`src/rtl/router_csr_pkg.sv`:
```
// rtl/router_csr_pkg.sv - shared types and constants for the router CSR arbiter
package router_csr_pkg;

    typedef enum logic [1:0] {
        ARB_IDLE  = 2'd0,
        ARB_ISSUE = 2'd1,
        ARB_RESP  = 2'd2
    } arb_state_t;

    // Read data returned with a timed-out transaction.
    localparam int unsigned RSP_ERR_RDATA = '0;

endpackage

```
`src/rtl/router_rr_pick.sv`:
```
// rtl/router_rr_pick.sv - combinational rotate-priority picker
//
// Scans req_i starting at ptr_i, wrapping past N_REQ-1 back to 0, and
// returns the first asserted request.
//   req_i   [N_REQ]  request vector
//   ptr_i   [PW]     index with highest priority this cycle
//   grant_o [N_REQ]  one-hot grant (all zero when no request)
//   idx_o   [PW]     binary index of the granted requester
//   valid_o          at least one request present
module router_rr_pick #(
    parameter int N_REQ = 4,
    parameter int PW    = $clog2(N_REQ)
) (
    input  logic [N_REQ-1:0] req_i,
    input  logic [PW-1:0]    ptr_i,
    output logic [N_REQ-1:0] grant_o,
    output logic [PW-1:0]    idx_o,
    output logic             valid_o
);

    int k;

    always_comb begin
        grant_o = '0;
        idx_o   = '0;
        valid_o = 1'b0;
        k       = 0;
        for (int i = 0; i < N_REQ; i++) begin
            // Wrap explicitly so non-power-of-two N_REQ works too.
            k = int'(ptr_i) + i;
            if (k >= N_REQ) begin
                k = k - N_REQ;
            end
            if (!valid_o && req_i[k]) begin
                valid_o    = 1'b1;
                idx_o      = PW'(k);
                grant_o[k] = 1'b1;
            end
        end
    end

endmodule

```
`src/rtl/router_csr_arbiter.sv`:
```
// rtl/router_csr_arbiter.sv - round-robin arbiter sharing the router CSR slave port
//
// One CSR transaction in flight; every accepted request gets one response.
//   i_hclk, i_hreset_n          clock, asynchronous active-low reset
//   i_req_valid/write/addr/wdata per-requester request (addr/wdata flattened)
//   o_req_ready                 one-hot accept pulse, IDLE only
//   o_rsp_valid/rdata/error     one-hot response valid, shared data/error
//   i_rsp_ready                 per-requester response accept
//   o_csr_write/read/addr/wdata CSR slave strobes and fields
//   i_csr_rdata/error/ready     CSR slave completion
module router_csr_arbiter
    import router_csr_pkg::*;
#(
    parameter int N_REQ       = 4,
    parameter int AWIDTH      = 32,
    parameter int DWIDTH      = 32,
    parameter int TIMEOUT_CYC = 64
) (
    input  logic                    i_hclk,
    input  logic                    i_hreset_n,
    input  logic [N_REQ-1:0]        i_req_valid,
    input  logic [N_REQ-1:0]        i_req_write,
    input  logic [N_REQ*AWIDTH-1:0] i_req_addr,
    input  logic [N_REQ*DWIDTH-1:0] i_req_wdata,
    output logic [N_REQ-1:0]        o_req_ready,
    output logic [N_REQ-1:0]        o_rsp_valid,
    output logic [DWIDTH-1:0]       o_rsp_rdata,
    output logic                    o_rsp_error,
    input  logic [N_REQ-1:0]        i_rsp_ready,
    output logic                    o_csr_write,
    output logic                    o_csr_read,
    output logic [AWIDTH-1:0]       o_csr_addr,
    output logic [DWIDTH-1:0]       o_csr_wdata,
    input  logic [DWIDTH-1:0]       i_csr_rdata,
    input  logic                    i_csr_error,
    input  logic                    i_csr_ready
);

    localparam int PW = (N_REQ > 1) ? $clog2(N_REQ) : 1;
    // Keep the counter at least one bit wide when the timeout is disabled.
    localparam int CW = (TIMEOUT_CYC > 0) ? $clog2(TIMEOUT_CYC + 1) : 1;
    localparam logic [CW-1:0] TO_LAST = CW'(TIMEOUT_CYC - 1);

    arb_state_t        state_q, state_d;
    logic [PW-1:0]     ptr_q, ptr_d;
    logic [PW-1:0]     idx_q, idx_d;
    logic              write_q, write_d;
    logic [AWIDTH-1:0] addr_q, addr_d;
    logic [DWIDTH-1:0] wdata_q, wdata_d;
    logic [DWIDTH-1:0] rdata_q, rdata_d;
    logic              err_q, err_d;
    logic [CW-1:0]     cnt_q, cnt_d;

    logic [N_REQ-1:0]  pick_grant;
    logic [PW-1:0]     pick_idx;
    logic              pick_valid;

    router_rr_pick #(
        .N_REQ (N_REQ),
        .PW    (PW)
    ) u_pick (
        .req_i   (i_req_valid),
        .ptr_i   (ptr_q),
        .grant_o (pick_grant),
        .idx_o   (pick_idx),
        .valid_o (pick_valid)
    );

    always_comb begin
        state_d     = state_q;
        ptr_d       = ptr_q;
        idx_d       = idx_q;
        write_d     = write_q;
        addr_d      = addr_q;
        wdata_d     = wdata_q;
        rdata_d     = rdata_q;
        err_d       = err_q;
        cnt_d       = cnt_q;
        o_req_ready = '0;
        o_rsp_valid = '0;
        o_csr_read  = 1'b0;
        o_csr_write = 1'b0;

        case (state_q)
            ARB_IDLE: begin
                if (pick_valid) begin
                    // Accept is combinational; gate it so nothing is
                    // acknowledged while reset is held.
                    o_req_ready = i_hreset_n ? pick_grant : '0;
                    idx_d       = pick_idx;
                    write_d     = i_req_write[pick_idx];
                    addr_d      = i_req_addr[int'(pick_idx)*AWIDTH +: AWIDTH];
                    wdata_d     = i_req_wdata[int'(pick_idx)*DWIDTH +: DWIDTH];
                    cnt_d       = '0;
                    state_d     = ARB_ISSUE;
                end
            end

            ARB_ISSUE: begin
                o_csr_write = write_q;
                o_csr_read  = !write_q;
                // Ready is checked first so it wins in the timeout cycle.
                if (i_csr_ready) begin
                    rdata_d = write_q ? '0 : i_csr_rdata;
                    err_d   = i_csr_error;
                    state_d = ARB_RESP;
                end else if ((TIMEOUT_CYC != 0) && (cnt_q == TO_LAST)) begin
                    rdata_d = DWIDTH'(RSP_ERR_RDATA);
                    err_d   = 1'b1;
                    state_d = ARB_RESP;
                end else begin
                    cnt_d = cnt_q + 1'b1;
                end
            end

            ARB_RESP: begin
                o_rsp_valid[idx_q] = 1'b1;
                if (i_rsp_ready[idx_q]) begin
                    ptr_d   = (idx_q == PW'(N_REQ - 1)) ? '0 : idx_q + 1'b1;
                    state_d = ARB_IDLE;
                end
            end

            default: begin
                state_d = ARB_IDLE;
            end
        endcase
    end

    always_ff @(posedge i_hclk or negedge i_hreset_n) begin
        if (!i_hreset_n) begin
            state_q <= ARB_IDLE;
            ptr_q   <= '0;
            idx_q   <= '0;
            write_q <= 1'b0;
            addr_q  <= '0;
            wdata_q <= '0;
            rdata_q <= '0;
            err_q   <= 1'b0;
            cnt_q   <= '0;
        end else begin
            state_q <= state_d;
            ptr_q   <= ptr_d;
            idx_q   <= idx_d;
            write_q <= write_d;
            addr_q  <= addr_d;
            wdata_q <= wdata_d;
            rdata_q <= rdata_d;
            err_q   <= err_d;
            cnt_q   <= cnt_d;
        end
    end

    assign o_csr_addr  = addr_q;
    assign o_csr_wdata = wdata_q;
    assign o_rsp_rdata = rdata_q;
    assign o_rsp_error = err_q;

endmodule
```
`config.mk`:
```
export PLATFORM = sky130hd
export DESIGN_NAME = router_csr_arbiter
export DESIGN_NICKNAME = d
export VERILOG_FILES = /design/src/rtl/router_csr_pkg.sv /design/src/rtl/router_rr_pick.sv /design/src/rtl/router_csr_arbiter.sv
export SDC_FILE = /design/constraint.sdc
export NUM_CORES = 1
export LEC_CHECK = 0
export BUFFER_PORTS_ARGS = -buffer_cell sky130_fd_sc_hd__buf_2
export CAP_MARGIN = 20
export CORE_AREA = 5 5 156 158
export CTS_CLUSTER_SIZE = 10
export DETAILED_ROUTE_END_ITERATION = 6
export DIE_AREA = 0 0 161 163
export PLACE_DENSITY = 0.54
export RECOVER_POWER = 100
export SYNTH_ARGS = -nofsm -noshare
export SYNTH_HDL_FRONTEND = slang
export SYNTH_SLANG_ARGS = --single-unit
```
`constraint.sdc`:
```
create_clock -name i_hclk -period 3.3 [get_ports i_hclk]
set_clock_uncertainty 0.1 [all_clocks]
set_input_delay 0.165 -clock i_hclk [delete_from_list [all_inputs] [get_ports i_hclk]]
set_output_delay 0.165 -clock i_hclk [all_outputs]
set_load 0.02 [all_outputs]
```
Word level (Yosys, flattened, before mapping)
Index checks and enable logic that the tools add are counted.
{ "totals": {"word_cells": 130, "register_bits": 111, "romBits": 0, "ramBits": 0, "latch_bits": 0, "input_bits": 304, "mem_count": 0, "out_inout_bits": 107} }
{ "classes": {"n_mul": 0, "bitwise_logic": 3, "n_mux": 63, "n_reduce_logical": 20, "n_shift": 2, "n_lt_le_gt_ge": 15, "div_mod_pow": 0, "n_addsub": 9, "eq_ne": 9} }
{ "op_table": {"columns": ["cell", "count"], "rows": [
  ["$shiftx 128x8->32", 2],
  ["$mux 32", 7],
  ["$ge 32x1->1 const B", 4],
  ["$lt 32x4->1 const B", 4],
  ["$ge 32x4->1 const B", 3],
  ["$sub 32x4->32 const B", 3],
  ["$mux 4", 8],
  ["$mux 1", 23],
  ["$mux 7", 3],
  ["$mux 2", 9],
  ["$pmux 7 s2", 1],
  ["$bmux 1 s2", 6],
  ["$or 4x4->4", 3],
  ["$demux 1 s2", 5],
  ["$logic_and 1x1->1", 8],
  ["$ne 2x2->1 const B", 4],
  ["$add 7x1->7 const B", 1],
  ["$eq 7x6->1 const B", 1],
  ["$add 2x2->3 const B", 2],
  ["$lt 2x3->1 const B", 2],
  ["$pmux 2 s3", 1],
  ["$reduce_and 2->1", 3],
  ["$eq 2x2->1 const B", 2],
  ["$logic_not 1->1", 4],
  ["other kinds (11)", 12]
]} }

Depth between registers and ports, before layout
Gate-level depths: netlist (run 1).
{ "logic_depth": {"word_depth": 18, "ltp_mapped": 12, "depth_no_buf": 8} }

Cells and area by module
A second synthesis (run 1) with hierarchy kept.
{ "hier_totals": {"hier_cells": 431, "hier_area_um2": 6396.1} }
{ "modules_own_cells": {"columns": ["mod", "area_per_inst_um2", "seq_area_each_um2", "cells_each", "instances"], "rows": [
  ["router_csr_arbiter", 5935.7, 2777.7, 383, 1],
  ["router_rr_pick", 460.4, 0.0, 48, 1]
]} }

Least setup slack after synthesis (run 1)
OpenSTA, ideal clock, no wires.
{ "synth_timing": {"path_kind": "flip-flop to output port", "from": "register ptr_q[0]", "to": "output port o_req_ready[0]", "arrival_ns": 2.859, "setup_slack_ns": 0.176, "n_path_buf": 2, "path_stages_with_launch": 10, "required_ns": 3.035, "cell_sequence": "dfrtp_1 buf_2 inv_1 ha_1 mux4_2 nor2b_1 clkbuf_1 a221o_1 o21ai_0 a21oi_1"} }
{ "synth_via": {"elab_chain_len": 18, "word_cells_on_any_way": 67, "classes_between": "add/sub (7); order compare (12); mux (35); bitwise (3); reduce/logical (10)"} }
{ "synth_lines": {"columns": ["element", "line", "text"], "rows": [
  ["start, declared", "router_csr_arbiter.sv:45", "logic [PW-1:0] ptr_q, ptr_d;"],
  ["start signal, assigned", "router_csr_arbiter.sv:143", "ptr_q <= ptr_d;"],
  ["branches (longest 16 deep; another with $sub 32x4->32)", null, null],
  ["$mux 4 (*)", "router_csr_arbiter.sv:86", "if (pick_valid) begin"],
  ["$mux 4 (*)", "router_csr_arbiter.sv:84", "case (state_q)"],
  ["end, declared", "router_csr_arbiter.sv:25", "output logic [N_REQ-1:0] o_req_ready,"]
]} }
Every way passes the cells marked *. The select of a mux whose other input is x is not followed.

Final worst setup path (run 1)
{ "layout_timing": {"from": "register ptr_q[0]", "to": "register addr_q[3] (netlist: o_csr_addr[3])"} }
{ "layout_via": {"elab_chain_len": 16, "word_cells_on_any_way": 43, "classes_between": "add/sub (7); order compare (4); shift (1); mux (24); reduce/logical (7)"} }
{ "layout_lines": {"columns": ["element", "line", "text"], "rows": [
  ["branches (longest 16 deep; another with $sub 32x4->32)", null, null],
  ["end signal, assigned", "router_csr_arbiter.sv:146", "addr_q <= addr_d;"],
  ["end, declared", "router_csr_arbiter.sv:48", "logic [AWIDTH-1:0] addr_q, addr_d;"]
]} }
Several ways; the timed one is not identified. The select of a mux whose other input is x is not followed.
A chain may end at the register's enable or synchronous reset.

==> results of run 1 <==
## metal layers
layer,GRT usage (%),vias up
li1,-,3278
met1,23.3,3246
met2,32.8,282
met5,0,-
met4,4.65,0
met3,4.83,37
## cell type report
type                            instances  area [um^2]
Clock buffer                            9          225
Clock inverter                          7         93.8
Fill cell                            2320        13500
Inverter                                9         33.8
Multi-Input combinational cell        466         3510
Sequential cell                       111         2780
Tap cell                              290          363
Timing Repair Buffer                  468         2470
## Yosys cell counts, types with 2 or more instances
master / number
nand2b_1: 2
nand2_1: 81
buf_6: 2
o211ai_1: 18
ha_1: 9
nor3_1: 2
o21ai_0: 26
a21oi_1: 6
nand3_1: 50
clkbuf_1: 34
or3_1: 2
clkbuf_4: 2
a22o_1: 32
nand4_1: 3
nor2_1: 10
o221ai_1: 49
o22a_1: 16
buf_1: 3
mux2i_1: 119
nor3b_1: 2
xor2_1: 3
mux2_2: 4
inv_1: 9
nor2b_1: 3
buf_2: 7
buf_8: 4
a221o_1: 4
and4_1: 2
mux4_2: 4
dfrtp_1: 111
and3b_1: 2
and2_1: 5
buf_4: 4
## repair_timing
action / in CTS / in global routing
endpoints found under the hold margin: 144 / 0
hold buffers: 34 / 0
setup buffers: 0 / 0
## tightest hold or removal path, delay by kind of cell
kind	cells	cell delay, ps
AO/OA/AOI/OAI	1	150
buffers and inverters	1	70
multiplexers	1	50
## path summary, 6_finish.rpt
check                                           start                     endpoint  slack, ps  cells past startpoint
max                              ptr_q[0]$_DFFE_PN0P_    o_csr_addr[3]$_DFFE_PN0P_        200                      9
min                                    i_req_wdata[5]   o_csr_wdata[5]$_DFFE_PN0P_         10                      3
max reg2reg                      ptr_q[0]$_DFFE_PN0P_    o_csr_addr[3]$_DFFE_PN0P_        200                      9
min reg2reg                o_csr_wdata[8]$_DFFE_PN0P_   o_csr_wdata[8]$_DFFE_PN0P_        390                      2
max in group asynchronous                  i_hreset_n  o_csr_wdata[30]$_DFFE_PN0P_       1260                      3
min in group asynchronous                  i_hreset_n   o_csr_addr[26]$_DFFE_PN0P_        860                      3
## metrics by stage
stage | worst slack (ps) | utilization [%] | instance area, um^2 | power (uW) | std cells
after global placement | 310 | 39.1 | 9000 | 8530 | 1310
final | 203 | 41.2 | 9480 | 9460 | 1360
after global routing | 17.0 | 41.2 | 9480 | 10200 | 1360
after floorplan | 176 | - | 6640 | 6720 | 643
after detailed placement | 270 | 39.1 | 9000 | 8610 | 1310
after CTS | 213 | 42.0 | 9660 | 9840 | 1360
## where the power goes
part	internal, uW	switching (uW)
registers	1990	353
logic	2300	3650
clock network	552	613
## logic make-up after synthesis
group / after synthesis
buffers and inverters: 66
xor gates and xnor gates: 3
AOI/OAI and AO/OA: 160
and+or+nand+nor: 167
muxes: 127
DFF: 111
adders and majority gates: 9
## sequential cells by signal (all words and copies together), names as in the netlist
| register | flops |
|---|---|
| o_csr_addr | 32 |
| o_csr_wdata | 32 |
| o_rsp_rdata | 32 |
| cnt_q | 7 |
| idx_q | 2 |
| ptr_q | 2 |
| state_q | 2 |
| o_rsp_error | 1 |
| write_q | 1 |
## layout by cell type (no fill, tap or decap), drive strengths merged
master	n
o22ai	1
and3	1
a211o	1
o221ai	49
a21o	1
buf	321
o211ai	18
a311oi	1
and4	2
nand2	82
mux2	4
xor2	3
mux4	4
or3	2
o21ai	28
a31oi	1
mux2i	119
a211oi	1
a221o	4
nor3b	2
nor2b	3
dfrtp	111
clkbuf	122
and3b	2
dlygate4sd3	34
and2	5
clkinv	4
nand3	50
a22o	32
inv	12
a21oi	6
nand4	3
nor2	10
ha	9
o31ai	1
o22a	16
nand2b	3
nor3	2
==> impl_metrics.yaml, run 1 <==
floorplanning:
  io_pins: 411
  die_h_um: 163
  core-area_mm2: 0.0230
  initial_utilization_pct: 28.9
  placementRows: 56
  fp.dieW_um: 161
  die_area_mm2: 0.0262
synthesis:
  ys_warn_count: 0
  synth_mux_area_share_pct: 20.0
  postSynthCellCount: 643
  synth_top_family_by_area: "multiplexers"
  syn_area_per_cell_um2: 10.3
  ys_types: 46
  synth_nets: 956
  synth_compound_area_share_pct: 18.9
  synth_top_area_cell: "dfrtp_1"
  async_flop_share_pct: 100
  yosys.area_share.adder_pct: 1.70
  ys_seq_area_share_pct: 41.9
  synth-simple-area-share_pct: 11.8
  yosys.area_share.xor_xnor_pct: 0.396
  ys_seq_elements: 111
  synth_edf_count: 0
  synth_area_leaders: "dfrtp_1, mux2i_1, o221ai_1"
  syn_area_mm2: 0.00664
  synth_top_area_share_pct: 41.9
  ys.flop_type: "dfrtp_1"
timing:
  fin_tns_setup_ps: 0
  timing.fmax_mhz: 323
  drv_slew: 147
  tightest_slew_ps: 1600
  relSlewSlack_pct: -6.39
  min_period_over_period_pct: 93.8
  hold_violations: 0
  fin_crit_ps: 3100
  setup_viol: 0
  rsz0062_at_grt: "no"
  whs_ps: 13.8
power:
  leakagePower_uw: 0.00455
  irDropWorstVdd_uv: 496
  p_per_area_mw_per_mm2: 998
global_routing:
  grt_first_pass_wirelength_um: 39500
  grt-ovfl-total: 0
  grt_usage_pct: 18.8
  grt_pass1_vias: 6974
  grt_max_degree: 112
  grt_antenna_before_repair: 1
drt:
  drc: 0
  vias: 6843
  vias_per_cell: 5.03
  drtIter0Drc: 287
  ant_nets: 0
  wire_per_inst_um: 19.0
  routed_wl_um: 25800
  drt-met1-wl_um: 10400
  dr.pass1.iters: 5
  met2_length_um: 13100
  highest_layer: "met4"
  route.met3.wl_um: 1830
finish:
  diodes: 0
  synthToLayoutAreaGrowth_pct: 42.8
  num-nets-final: 1378
  drive_above_1_share_pct: 33.7
flow_run:
  drv_cap: 2
clock_tree:
  htreeDepth: 3
  clk_pin_slew_ps: 90
  root_buffer: "clkbuf_16"
  cts_tree: "built"
  post_cts_resized: 0
  clk_path_buf_depth: 2
  clock_latency_ps: 350
  cts_sinks: 111
  cts-buffers-inserted: 9
setup_path:
  crit_chain: "inv_1 -> ha_1 -> mux4_2 -> nor2b_1 -> o21ai_2 -> nand2_8 -> buf_6 -> mux2i_1 -> o221ai_1"
  crit_family: "multiplexers"
  cp_max_fo: 43
  worst_ep_arrival_time_ps: 3220
  end_kind: "flop"
  cp_slowest_cell: "mux4_2"
  worstPathBufferInverterCount: 2
  cp_data_required_time_ps: 3420
  start_kind: "flop"
  cp_slowest_stage_delay_ps: 580
  path_class: "reg -> reg"
placed_design:
  hpwl_um: 19200
  finalWeightedCongestion: 0.814
  port_buffers: 410
worst_hold_path:
  hp-class: "in -> reg"
status:
  status: "finished with violations"
  violations: "capacitance limit, slew limit"
(Power assumes the default switching activity.)
==> inputs of run 2 (changes only) <==
--- a/config.mk
+++ b/config.mk
@@ -11,8 +11,9 @@
 export CTS_CLUSTER_SIZE = 10
 export DETAILED_ROUTE_END_ITERATION = 6
 export DIE_AREA = 0 0 161 163
+export GPL_ROUTABILITY_DRIVEN = 0
 export PLACE_DENSITY = 0.54
-export RECOVER_POWER = 100
+export RECOVER_POWER = 50
 export SYNTH_ARGS = -nofsm -noshare
 export SYNTH_HDL_FRONTEND = slang
 export SYNTH_SLANG_ARGS = --single-unit
==> run 2 against run 1 <==
Effect of this change: the run still ends with capacitance limit, slew limit left; largest cell class unchanged; non-clock buffer count stayed put; design area is 1.0% higher; largest power group unchanged; clock power hardly changed; critical path depth stayed put; via count is 0.31% lower; die area stayed put.
==> impl_metrics.yaml, run 2 (same netlist as run 1, synthesis figures left out) <==
status:
  status: "finished with violations"
  violations: "capacitance limit, slew limit"
finish:
  synthToLayoutAreaGrowth_pct: 44.3
  diodes: 0
  final_cell_area_mm2: 0.00957
  final_common_cell: "buf_2"
  final_cells: 1360
  mostFrequentLayoutCells: "buf_2, mux2i_1, dfrtp_1"
  regArea_mm2: 0.00278
  drive_above_1_share_pct: 38.4
  multi_input_area_mm2: 0.00351
  num-nets-final: 1378
  fillerInstances: 2287
timing:
  hold_violations: 0
  fin_tns_setup_ps: 0
  min_period_over_period_pct: 92.7
  drv_slew: 112
  rsz0062_at_grt: "no"
  setup_viol: 0
  tightest_slew_ps: 1600
  relSlewSlack_pct: -6.49
  whs_ps: 14.0
  fin_crit_ps: 3060
  timing.fmax_mhz: 327
drt:
  ant_nets: 0
  wire_per_inst_um: 19.1
  drtIter0Drc: 334
  vias: 6822
  dr.pass1.iters: 5
  drc: 0
  vias_per_cell: 5.02
  routed_wl_um: 25900
setup_path:
  crit_family: "multiplexers"
  cp_slowest_cell: "mux4_2"
  start_kind: "flop"
  crit_chain: "inv_1 -> ha_1 -> mux4_2 -> nor2b_1 -> buf_4 -> a221o_1 -> o21ai_0 -> a21oi_1 -> buf_2"
  worst_ep_arrival_time_ps: 2790
  cp_slowest_stage_delay_ps: 580
  cp_data_required_time_ps: 3030
  end_kind: "primary output"
  worstPathBufferInverterCount: 3
  rrSetupSlack_ps: 290
  cp_max_fo: 20
  path_class: "reg -> out"
global_routing:
  busiest_layer: "met2"
  grt_max_degree: 112
  grt_util_met1_pct: 23.3
  grt_pass1_vias: 6974
  grt_usage_pct: 18.8
  grt_antenna_before_repair: 1
  grt-ovfl-total: 0
  met2_usage_pct: 32.8
  met3_usage_pct: 4.83
  grt_first_pass_wirelength_um: 39500
clock_tree:
  postCtsSetupRepairBufs: 0
  cts_tree: "built"
  cts-buffers-inserted: 9
  root_buffer: "clkbuf_16"
  htreeDepth: 3
  clk_pin_slew_ps: 90
  clk_path_buf_depth: 2
  clock_latency_ps: 350
  post_cts_resized: 0
  cts_sinks: 111
  postCtsHoldBufs: 34
power:
  power_uw: 9600
  p_per_area_mw_per_mm2: 1000
  leakagePower_uw: 0.00473
  irDropWorstVdd_uv: 505
floorplanning:
  die_h_um: 163
  initial_utilization_pct: 28.9
  io_pins: 411
  fp.dieW_um: 161
  placementRows: 56
  die_area_mm2: 0.0262
  core-area_mm2: 0.0230
placed_design:
  place_area_mm2: 0.00900
  port_buffers: 410
  hpwl_um: 19200
  placedCellCount: 1310
flow_run:
  drv_cap: 1
worst_hold_path:
  hp-class: "in -> reg"
==> run 2: changes by cell type in the layout (fill, tap and decap cells not counted), sizes merged <==
cell and delta:
buf +58, clkbuf -58
==> run 2: worst paths after layout <==
check,from,endpoint,depth (start not counted)
min reg2reg,o_csr_wdata[24]$_DFFE_PN0P_,o_csr_wdata[24]$_DFFE_PN0P_,2
max reg2reg,ptr_q[0]$_DFFE_PN0P_,o_csr_addr[3]$_DFFE_PN0P_,9
min,i_req_wdata[5],o_csr_wdata[5]$_DFFE_PN0P_,3
max,ptr_q[0]$_DFFE_PN0P_,o_req_ready[0],9
max in group asynchronous,i_hreset_n,o_csr_wdata[29]$_DFFE_PN0P_,3
min in group asynchronous,i_hreset_n,o_csr_addr[19]$_DFFE_PN0P_,3
==> run 2: metrics by stage <==
stage / worst slack [ps] / util, %
after global routing: 30.5 / 41.7
after floorplan: 176 / -
after global placement: 310 / 39.1
after CTS: 213 / 42.0
after detailed placement: 270 / 39.1
final: 242 / 41.7
==> run 2: area by class of cell <==
cell class              count  area share, %
clock buffers               9           2.35
clock inverters             7          0.980
repair buffers            468           26.8
inverters                   9          0.353
flip-flops and latches    111           29.0
multi-input cells         466           36.7
well taps                 290           3.79
==> run 2: report_power, final <==
group	total [uW]	switching [uW]	internal [uW]
clock	1160	612	552
sequential	2340	349	1990
combinational	6100	3660	2440
total	9600	4620	4980
==> run 2: tightest hold or removal path: stages <==
cell	delay, ps
buf_2	70
mux2i_1	50
o211ai_1	150
==> run 2: per-layer routing <==
layer | up-vias | wire (um)
met5 | - | 0
li1 | 3277 | -
met1 | 3240 | 10500
met4 | 0 | 514
met2 | 270 | 13200
met3 | 35 | 1770
